==> config.mk <==
export PLATFORM = sky130hd
export DESIGN_NAME = rr_mux4_arbiter
export DESIGN_NICKNAME = d
export VERILOG_FILES = /design/src/rtl/rr_mux4_arbiter_pkg.sv /design/src/rtl/rr_pick4.sv /design/src/rtl/rr_mux4_arbiter.sv
export SDC_FILE = /design/constraint.sdc
export NUM_CORES = 1
export LEC_CHECK = 0
export ABC_AREA = 0
export BUFFER_PORTS_ARGS = -buffer_cell sky130_fd_sc_hd__buf_4
export CAP_MARGIN = 30
export CORE_MARGIN = 1
export CORE_UTILIZATION = 39
export CTS_CLUSTER_SIZE = 28
export DETAILED_ROUTE_END_ITERATION = 12
export PLACE_DENSITY = 0.78
export SLEW_MARGIN = 30
export SYNTH_ARGS = -nofsm -noshare
export SYNTH_HDL_FRONTEND = slang
export SYNTH_SLANG_ARGS = --single-unit
==> constraint.sdc <==
create_clock -name clk -period 1.8 [get_ports clk]
set_input_delay 0.09 -clock clk [delete_from_list [all_inputs] [get_ports clk]]
set_output_delay 0.09 -clock clk [all_outputs]
set_load 0.03 [all_outputs]
==> src/rtl/rr_mux4_arbiter_pkg.sv <==
// Shared constants, stage state encoding and helpers for the 4-way round-robin mux arbiter.
package rr_mux4_arbiter_pkg;

  localparam int unsigned NUM_REQ = 4;
  localparam int unsigned IDX_W   = 2;

  // Output stage occupancy
  typedef enum logic {
    ST_EMPTY = 1'b0,
    ST_FULL  = 1'b1
  } stage_st_t;

  // Requester index to one-hot grant vector
  function automatic logic [NUM_REQ-1:0] idx_to_onehot(input logic [IDX_W-1:0] idx);
    return NUM_REQ'(1) << idx;
  endfunction

endpackage

==> src/rtl/rr_pick4.sv <==
// Rotate-priority encoder: first requester set when searching last+1, last+2, last+3, last.
module rr_pick4
  import rr_mux4_arbiter_pkg::*;
(
  input  logic [NUM_REQ-1:0] req,
  input  logic [IDX_W-1:0]   last,
  output logic               found,
  output logic [IDX_W-1:0]   idx
);

  logic [IDX_W-1:0] cand;

  // Walk the rotated order once; the first hit is kept
  always_comb begin
    found = 1'b0;
    idx   = last;
    cand  = '0;
    for (int unsigned i = 1; i <= NUM_REQ; i++) begin
      cand = last + IDX_W'(i);
      if (!found && req[cand]) begin
        found = 1'b1;
        idx   = cand;
      end
    end
  end

endmodule

==> src/rtl/rr_mux4_arbiter.sv <==
// Round-robin arbiter driving a shared 4x1 mux into a single-entry valid/ready output stage.
module rr_mux4_arbiter
  import rr_mux4_arbiter_pkg::*;
#(
  parameter int unsigned WIDTH = 32
) (
  input  logic               clk,
  input  logic               rst,
  input  logic [NUM_REQ-1:0] req,
  input  logic [NUM_REQ-1:0] lock,
  input  logic [WIDTH-1:0]   in0,
  input  logic [WIDTH-1:0]   in1,
  input  logic [WIDTH-1:0]   in2,
  input  logic [WIDTH-1:0]   in3,
  output logic [NUM_REQ-1:0] gnt,
  output logic [IDX_W-1:0]   select,
  output logic [WIDTH-1:0]   out,
  output logic               out_valid,
  input  logic               out_ready
);

  stage_st_t        st_q, st_d;
  logic [IDX_W-1:0] last_q;
  logic             lock_active_q;
  logic             pick_found;
  logic [IDX_W-1:0] pick_idx;
  logic [IDX_W-1:0] win_idx;
  logic             can_load;
  logic             lock_hold;
  logic             accept;
  logic [WIDTH-1:0] mux_word;

  rr_pick4 u_pick (
    .req   (req),
    .last  (last_q),
    .found (pick_found),
    .idx   (pick_idx)
  );

  // Arbitration, grant pulse and stage next-state
  always_comb begin
    st_d      = st_q;
    gnt       = '0;
    win_idx   = pick_idx;
    can_load  = (st_q == ST_EMPTY) || out_ready;
    lock_hold = lock_active_q && req[last_q];
    accept    = can_load && pick_found;
    if (lock_hold) begin
      win_idx = last_q;
    end
    if (accept) begin
      gnt  = idx_to_onehot(win_idx);
      st_d = ST_FULL;
    end else if (can_load) begin
      st_d = ST_EMPTY;
    end
  end

  // Shared 4x1 data mux steered by the winner
  always_comb begin
    case (win_idx)
      2'd0:    mux_word = in0;
      2'd1:    mux_word = in1;
      2'd2:    mux_word = in2;
      default: mux_word = in3;
    endcase
  end

  // Stage state register
  always_ff @(posedge clk) begin
    if (rst) begin
      st_q <= ST_EMPTY;
    end else begin
      st_q <= st_d;
    end
  end

  // Output word, select, round-robin pointer and burst lock
  always_ff @(posedge clk) begin
    if (rst) begin
      out           <= '0;
      select        <= '0;
      last_q        <= IDX_W'(NUM_REQ - 1);
      lock_active_q <= 1'b0;
    end else if (accept) begin
      out           <= mux_word;
      select        <= win_idx;
      last_q        <= win_idx;
      lock_active_q <= lock[win_idx];
    end else if (lock_active_q && !req[last_q]) begin
      lock_active_q <= 1'b0;
    end
  end

  assign out_valid = (st_q == ST_FULL);

endmodule

# --- Word level (Yosys, flattened, before mapping) ---
# Cells that the tools add are included.
# Widths: inputs -> output; s select.
op_classes:
  addsub: 3
  order_cmp: 5
  n_eq_ne: 2
  shift: 1
  mux: 25
  bitwise: 1
  n_reduce_logical: 14
ops:
  columns: ["operator", "n"]
  rows:
  - ["$pmux 32 s3", 1]
  - ["$lt 2x3->1 const B", 5]
  - ["$mux 1", 13]
  - ["$bmux 1 s2", 5]
  - ["$mux 2", 5]
  - ["$logic_and 1x1->1", 6]
  - ["$add 2x2->2 const B", 2]
  - ["$logic_not 1->1", 4]
  - ["$mux 4", 1]
  - ["$reduce_bool 2->1", 2]
  - ["$shl 1x2->4 const A", 1]
  - ["$add 2x1->2 const B", 1]
  - ["$eq 2x1->1 const B", 1]
  - ["$eq 2x2->1 const B", 1]
  - ["$logic_not 2->1", 1]
  - ["$logic_or 1x1->1", 1]
  - ["$not 1->1", 1]
word_totals:
  reg_bits: 38
  elab_cells: 56

# --- Longest topological paths before layout ---
# Gate-level depths: netlist of run 1.
logic_depth:
  word_depth: 17
  mapped_depth: 9

# --- Hierarchy ---
# Synthesis of run 1 repeated with hierarchy kept, for this count alone.
hier_totals:
  hier_cells: 373
  hier_area_um2: 3180.6
by_module_without_submodules:
  columns: ["module", "instances", "cells_per_inst", "area_per_inst_um2", "seq_area_each_um2"]
  rows:
  - ["rr_mux4_arbiter", 1, 359, 3098.0, 760.7]
  - ["rr_pick4", 1, 14, 82.6, 0.0]

# --- Worst setup path after synthesis of run 1 ---
# Ideal clock, no wire load.
synth_path:
  kind: "reg2out"
  startpoint: "reg last_q[1]"
  endpoint: "out gnt[2]"
  arrival_time_ns: 2.115
  t_required_ns: 1.710
  slack_ns: -0.405
  path_stages_with_launch: 9
  path_cell_list: "dfxtp_1 buf_6 mux2i_1 mux2i_1 a21boi_2 o21a_1 buf_6 buf_4 nor3_1"
synth_between:
  elab_chain_cells: 16
synth_lines:
  columns: ["element", "line", "source"]
  rows:
  - ["start: declaration", "rr_mux4_arbiter.sv:23", "logic [IDX_W-1:0] last_q;"]
  - ["start signal: assignment", "rr_mux4_arbiter.sv:83", "last_q <= IDX_W'(NUM_REQ - 1);"]
  - ["start signal: assignment", "rr_mux4_arbiter.sv:88", "last_q <= win_idx;"]
  - ["$add 2x1->2", "rr_pick4.sv:19", "cand = last + IDX_W'(i);"]
  - ["$bmux 1 s2", "rr_pick4.sv:20", "if (!found && req[cand]) begin"]
  - ["$mux 1 (implied by the code)", "rr_pick4.sv:20", null]
  - ["$mux 1", "rr_pick4.sv:20", null]
  - ["$logic_not 1->1", "rr_pick4.sv:20", null]
  - ["$logic_and 1x1->1", "rr_pick4.sv:20", null]
  - ["$mux 1", "rr_pick4.sv:20", null]
  - ["$logic_not 1->1", "rr_pick4.sv:20", null]
  - ["$logic_and 1x1->1", "rr_pick4.sv:20", null]
  - ["$mux 1", "rr_pick4.sv:20", null]
  - ["$logic_not 1->1", "rr_pick4.sv:20", null]
  - ["$logic_and 1x1->1", "rr_pick4.sv:20", null]
  - ["$mux 2", "rr_pick4.sv:20", null]
  - ["$mux 2", "rr_mux4_arbiter.sv:48", "if (lock_hold) begin"]
  - ["$shl 1x2->4", "rr_mux4_arbiter_pkg.sv:15", "return NUM_REQ'(1) << idx;"]
  - ["$mux 4 (*)", "rr_mux4_arbiter.sv:51", "if (accept) begin"]
  - ["end: declaration", "rr_mux4_arbiter.sv:15", "output logic [NUM_REQ-1:0] gnt,"]
# Mark *: on every way between the ends. The rest lies on a longest branch, timed or not. The select of a mux whose other input is x is not followed.

# --- Final worst setup path of run 1 ---
layout_path:
  startpoint: "reg last_q[0]"
  endpoint: "reg out[3]"
layout_between:
  elab_chain_cells: 16
layout_lines:
  columns: ["element", "line", "source"]
  rows:
  - ["$add 2x1->2", "rr_pick4.sv:19", null]
  - ["$bmux 1 s2", "rr_pick4.sv:20", null]
  - ["$mux 1 (implied by the code)", "rr_pick4.sv:20", null]
  - ["$mux 1", "rr_pick4.sv:20", null]
  - ["$logic_not 1->1", "rr_pick4.sv:20", null]
  - ["$logic_and 1x1->1", "rr_pick4.sv:20", null]
  - ["$mux 1", "rr_pick4.sv:20", null]
  - ["$logic_not 1->1", "rr_pick4.sv:20", null]
  - ["$logic_and 1x1->1", "rr_pick4.sv:20", null]
  - ["$mux 1", "rr_pick4.sv:20", null]
  - ["$logic_not 1->1", "rr_pick4.sv:20", null]
  - ["$logic_and 1x1->1", "rr_pick4.sv:20", null]
  - ["$mux 2", "rr_pick4.sv:20", null]
  - ["$mux 2", "rr_mux4_arbiter.sv:48", null]
  - ["$eq 2x2->1, or another cell as far along", "rr_mux4_arbiter.sv:61", "case (win_idx)"]
  - ["$pmux 32 s3", "rr_mux4_arbiter.sv:61", null]
  - ["end signal: assignment", "rr_mux4_arbiter.sv:86", "out <= mux_word;"]
  - ["end: declaration", "rr_mux4_arbiter.sv:17", "output logic [WIDTH-1:0] out,"]
# Several ways; a longest one is shown, not always the timed one. The select of a mux whose other input is x is not followed.
# A chain may end at the register's enable or synchronous reset.

==> results of run 1 <==
[registers in the layout, indices dropped and copies added (netlist names)]
name / cells
out: 32
last_q: 2
select: 2
lock_active_q: 1
out_valid: 1
[logic make-up (layout without fill, tap and decap cells)]
family	count (synthesis)	count (layout)	synth area share, %
muxes	50	50	18.2
DFF	38	38	27.7
AOI/OAI and AO/OA	73	73	29.6
buffers and inverters	31	249	8.28
and+or+nand+nor	86	86	16.2
[cells in the final DEF (no fill, tap or decap), drive strengths merged]
cell	n
a22oi	1
a211oi	1
nor2b	2
clkbuf	10
a2111oi	1
or3	1
nand2	19
nor4	1
buf	237
a21boi	2
nand4	1
and3	2
inv	1
nand2b	4
nor3	3
a21bo	1
nor2	10
o221ai	33
o22ai	1
a31o	1
o21ai	1
a32oi	20
a31oi	2
mux2	1
mux2i	49
nand4b	1
dfxtp	38
bufinv	1
a21oi	8
o21a	1
or2	2
nand3	20
and2	20
[power groups by stage]
stage / clock network (mW) / logic [mW] / registers, mW
5_1_grt: 0.798 / 4.12 / 1.27
6_report: 0.760 / 3.98 / 1.25
2_1_floorplan: 0 / 1.53 / 1.62
4_1_cts: 0.769 / 3.32 / 1.23
3_3_place_gp: 0 / 2.88 / 1.23
3_5_place_dp: 0 / 2.93 / 1.23
[critical path, cell delays in order (launching register included)]
cell                        delay (ns)
sky130_fd_sc_hd__dfxtp_2          0.47
sky130_fd_sc_hd__inv_1            0.12
sky130_fd_sc_hd__or3_4            0.43
sky130_fd_sc_hd__o21a_4           0.26
sky130_fd_sc_hd__buf_8            0.15
sky130_fd_sc_hd__clkbuf_16        0.18
sky130_fd_sc_hd__a32oi_1          0.33
sky130_fd_sc_hd__o221ai_2         0.15
[layer usage]
metal	wire, um	up-vias	global-route usage, %
li1	-	1534	-
met1	4480	1640	31.8
met2	6530	162	48.5
met3	661	45	5.20
met4	495	0	10.0
met5	0	-	0
[cell type report]
cell class / instances / area (sq um)
Timing Repair Buffer: 241 / 2160
Sequential cell: 38 / 766
Tap cell: 96 / 120
Clock buffer: 6 / 82.6
Clock inverter: 1 / 30.0
Inverter: 1 / 3.75
Multi-Input combinational cell: 209 / 2290
Fill cell: 369 / 1340
[timing repair]
item	4_1_cts	5_1_grt
resized for setup	34	62
cloned	3	5
setup endpoints to repair	41	40
pin swaps	8	22
buffers inserted	13	13
[final timing paths]
| kind | endpoint | start |
|---|---|---|
| worst max register to register | out[3] | last_q[0] |
| worst min-delay path | out[12] | in0[12] |
| worst min register to register | select[0] | select[0] |
| worst max-delay path | out[3] | last_q[0] |
==> flow_summary.ini, run 1 <==
[grt]
initial_antenna_violation_count = 0
via_count_of_the_first_global_routing_pass = 3312
wire_length_of_the_first_global_routing_pass_um = 15800
globalRouteTotalUtil_pct = 27.0
grt.overflow.total = 0
grt_max_degree = 30

[floorplan]
effective_utilization_at_floorplan_pct = 40.5
ios = 178
full_die_area_sq_um = 7390
width_of_the_die_um = 86.0
die_h_um = 86.0
std_cell_rows = 30
design.core.area_sq_um = 6790

[setup_path]
critPathMaxFanout = 13
criticalPathCategory = reg2reg
reg2reg_slack_ns = -0.41
critPathArrivalTime_ns = 2.37
start_kind = flip-flop
worst-r2r-cell-count = 7
timing.critical_path.required_ns = 1.96
crit_path_end_kind = flip-flop

[synthesis]
yosys-top-cells-count = 49 x sky130_fd_sc_hd__mux2i_1, 38 x sky130_fd_sc_hd__dfxtp_1, 30 x sky130_fd_sc_hd__o221ai_2
yosysTopAreaCellShare_pct = 27.7
netlist_instances = 278
netlist_top_cells_area = sky130_fd_sc_hd__dfxtp_1 28%, sky130_fd_sc_hd__mux2i_1 18%, sky130_fd_sc_hd__o221ai_2 16%, sky130_fd_sc_hd__a32oi_1 6.4%, sky130_fd_sc_hd__and2_1 4.5%
synth_fp_nets = 417
yosysWarnings = 0
synth.largest_area_cell = sky130_fd_sc_hd__dfxtp_1
ys_seq_elements = 38
ys_seq_area_share_pct = 27.7
synthMostInstantiatedCell = sky130_fd_sc_hd__mux2i_1
avgSynthCellArea_sq_um = 9.89
post_synth_edffs = 0
synthesis.area_sq_um = 2750
ys.flop_type = sky130_fd_sc_hd__dfxtp_1
ys_types = 43
async_reset_ff_share_pct = 0

[finish]
n_antenna_cell = 0
layout-drive-gt1-share_pct = 71.6
nNetsFinal = 635
stdcell_area_sq_um = 5450
layoutNonFillerInstCount = 592
finalCoreUtilization_pct = 80.2
syn2layout_area_growth_pct = 98.2

[clock_tree]
cts.clk_slew.worst_paths_ns = 0.08
numCtsBuffers = 5
cts.sinks = 38
insertion_delay_ns = 0.29
cts_max_path_buffers = 2
cts_tree = yes
post_cts_hold_buffer_count = 0
cts_root_buf = sky130_fd_sc_hd__clkbuf_8
cts.htree.levels = 2

[timing]
final.setup.worst_slack_ns = -0.415
tightest_slew_ns = 0.539
hold_ws_ns = 0.00838
setup_tns_ns = -12.24
setup_viol = 40
worst_clock_skew_ns = 0.0103
max_slew_margin_vs_limit_pct = 64.0
grt_setup_unrepaired = yes
final_max_slew_viol_count = 0
maxClockFrequency_mhz = 451
hold_viol_final = 0
layout_worst_path_cycle_share_pct = 123
layout_min_cycle_time_ns = 2.21

[power]
seq_power_share_pct = 20.9
power.switching_fraction_pct = 40.8
comb_power_share_pct = 66.4
ir_worst_vdd_v = 0.000585
total_leakage_power_nw = 2.37
power.net_switching_mw = 2.44
pwr-share-clk_pct = 12.7
cellInternalPower_mw = 3.55
p_total_mw = 5.99
cellPowerDensity_nw_per_um2 = 1100

[route]
route.antenna.remaining_nets = 0
post-route-drc-count = 0
route.vias.total = 3381
wire_per_inst_um = 20.6
routed_via_density = 5.71
drt_pass1_iterations = 4
initial_drc_count = 126
postRouteWirelength_um = 12200

[run_status]
failed_checks = negative setup slack
status = finished, violations left

[place]
port_buffers = 177
dpl-instance-area_sq_um = 4470
dpl_worst_slack_ns = -0.370
post-dp-hpwl_um = 7100
dp.cells = 552
globalplace.congestion = 0.927

[min_path]
min_path_type = in2reg
hold_path_depth = 3

[job]
maxCapViolations = 0
(Power assumes the default switching activity.)
==> run 2: changes to the inputs <==
--- a/config.mk
+++ b/config.mk
@@ -12,7 +12,7 @@
 export CORE_UTILIZATION = 39
 export CTS_CLUSTER_SIZE = 28
 export DETAILED_ROUTE_END_ITERATION = 12
-export PLACE_DENSITY = 0.78
+export PLACE_DENSITY = 0.87
 export SLEW_MARGIN = 30
 export SYNTH_ARGS = -nofsm -noshare
 export SYNTH_HDL_FRONTEND = slang
==> flow_summary.ini, run 2 (same netlist as run 1, synthesis figures left out) <==
[route]
routed_via_density = 5.45
post-route-drc-count = 0
route.antenna.remaining_nets = 0
postRouteWirelength_um = 9560
route.vias.total = 3090
drt_pass1_iterations = 4
wire_per_inst_um = 16.9
initial_drc_count = 161

[place]
dp.cells = 547
dpl-instance-area_sq_um = 4390
port_buffers = 177
globalplace.congestion = 0.846
dpl_worst_slack_ns = -0.320
post-dp-hpwl_um = 6940

[power]
comb_power_share_pct = 64.5
pwr-share-clk_pct = 11.1
seq_power_share_pct = 24.4
total_leakage_power_nw = 2.13
cellInternalPower_mw = 2.97
power.switching_fraction_pct = 41.1
cellPowerDensity_nw_per_um2 = 1060
power.net_switching_mw = 2.08
p_total_mw = 5.05
ir_worst_vdd_v = 0.000545

[timing]
tightest_slew_ns = 0.765
layout_min_cycle_time_ns = 2.08
setup_viol = 39
layout_worst_path_cycle_share_pct = 115
final.setup.worst_slack_ns = -0.279
final_max_slew_viol_count = 0
setup_tns_ns = -8.38
hold_viol_final = 0
grt_setup_unrepaired = yes
worst_clock_skew_ns = 0.00920
maxClockFrequency_mhz = 481
max_slew_margin_vs_limit_pct = 48.8

[run_status]
failed_checks = negative setup slack
status = finished, violations left

[finish]
mostFrequentLayoutCells = 199 x sky130_fd_sc_hd__buf_4, 36 x sky130_fd_sc_hd__mux2i_1, 36 x sky130_fd_sc_hd__dfxtp_1
total_of_fill_cells_in_the_finished_design = 522
commonest_non_fill_non_tap_cell_in_the_layout = sky130_fd_sc_hd__buf_4
syn2layout_area_growth_pct = 73.1
layout-drive-gt1-share_pct = 63.1
nNetsFinal = 610
seq_area_sq_um = 766
max_flop_register = out
multi_input_area_sq_um = 2000
stdcell_area_sq_um = 4760
n_antenna_cell = 0
largest_reg_flops = 32
layout_top_registers = out x32, last_q x2, select x2
layoutNonFillerInstCount = 567

[setup_path]
critPathMaxFanout = 9
timing.critical_path.required_ns = 1.71
criticalPathCategory = reg2out
critPathArrivalTime_ns = 1.99
crit_path_end_kind = output pin
start_kind = flip-flop

[grt]
grt_max_degree = 30
via_count_of_the_first_global_routing_pass = 3195
globalRouteTotalUtil_pct = 25.9
initial_antenna_violation_count = 0
grt.overflow.total = 0
wire_length_of_the_first_global_routing_pass_um = 15000

[clock_tree]
numCtsBuffers = 5
insertion_delay_ns = 0.29
cts.sinks = 38
cts_max_path_buffers = 2
cts.htree.levels = 2
cts.clk_slew.worst_paths_ns = 0.08
cts_tree = yes
cts_root_buf = sky130_fd_sc_hd__clkbuf_8

[floorplan]
ios = 178
effective_utilization_at_floorplan_pct = 40.5
design.core.area_sq_um = 6790
width_of_the_die_um = 86.0
std_cell_rows = 30
die_h_um = 86.0
full_die_area_sq_um = 7390

[min_path]
min_path_type = in2reg

[job]
maxCapViolations = 0
==> run 2: cell types whose count changed in the layout (fill, tap and decap cells not counted), moves of 4 or more <==
cell / change
sky130_fd_sc_hd__buf_4: -5
sky130_fd_sc_hd__buf_12: -7
sky130_fd_sc_hd__mux2i_4: -6
sky130_fd_sc_hd__nand3_1: +13
sky130_fd_sc_hd__nand3_4: -5
sky130_fd_sc_hd__nand3_2: -8
sky130_fd_sc_hd__mux2i_1: +7
sky130_fd_sc_hd__a32oi_1: +7
sky130_fd_sc_hd__buf_6: -9
sky130_fd_sc_hd__clkbuf_16: -4
sky130_fd_sc_hd__a32oi_2: -7
==> run 2: final cells by class <==
| class | instances | share of cell area (%) |
|---|---|---|
| clock buffer | 7 | 1.60 |
| inverter | 1 | 0.0789 |
| multi-input combinational | 209 | 42.0 |
| sequential | 38 | 16.1 |
| tap | 96 | 2.52 |
| timing repair buffer | 216 | 37.7 |
==> run 2: what timing repair did <==
| item | in CTS | in global routing |
|---|---|---|
| setup endpoints to repair | 40 | 40 |
| gates cloned | 2 | 0 |
| hold buffers | 0 | 0 |
| pin swaps | 2 | 2 |
| resized for setup | 21 | 11 |
| buffers inserted | 11 | 0 |
==> run 2: path summary, 6_finish.rpt <==
check	depth (start not counted)	slack, ns	startpoint	to
min reg2reg	2	0.47	select[0]	select[0]
max	7	-0.28	last_q[1]	gnt[1]
min	3	0.02	in0[15]	out[15]
max reg2reg	8	-0.27	last_q[1]	out[20]
==> run 2: worst max-delay path: stages, from the launching register on <==
cell	delay (ns)
sky130_fd_sc_hd__dfxtp_4	0.39
sky130_fd_sc_hd__mux2i_1	0.15
sky130_fd_sc_hd__mux2i_1	0.24
sky130_fd_sc_hd__a21bo_2	0.29
sky130_fd_sc_hd__a21oi_4	0.19
sky130_fd_sc_hd__buf_8	0.15
sky130_fd_sc_hd__and3_4	0.17
sky130_fd_sc_hd__buf_6	0.12
==> run 2: power groups by stage <==
stage | clock [mW] | sequential, mW | combinational (mW)
after detailed placement | 0 | 1.23 | 2.84
after global placement | 0 | 1.23 | 2.79
final | 0.560 | 1.23 | 3.26
after floorplan | 0 | 1.62 | 1.53
after global routing | 0.602 | 1.25 | 3.42
after CTS | 0.567 | 1.23 | 3.19
==> run 2: per-layer routing <==
metal / track usage [%] / part of all wire (%)
met2: 47.2 / 53
met5: 0 / 0
met3: 4.33 / 4.7
met1: 29.3 / 39
met4: 12.1 / 2.4
==> run 2: through the flow <==
step	hold slack (ns)	utilization, %
final	0.0227	70.1
after global routing	0.0292	70.1
after CTS	0.0237	69.3
after detailed placement	0.327	64.6
after global placement	0.321	64.6
after floorplan	0.230	-
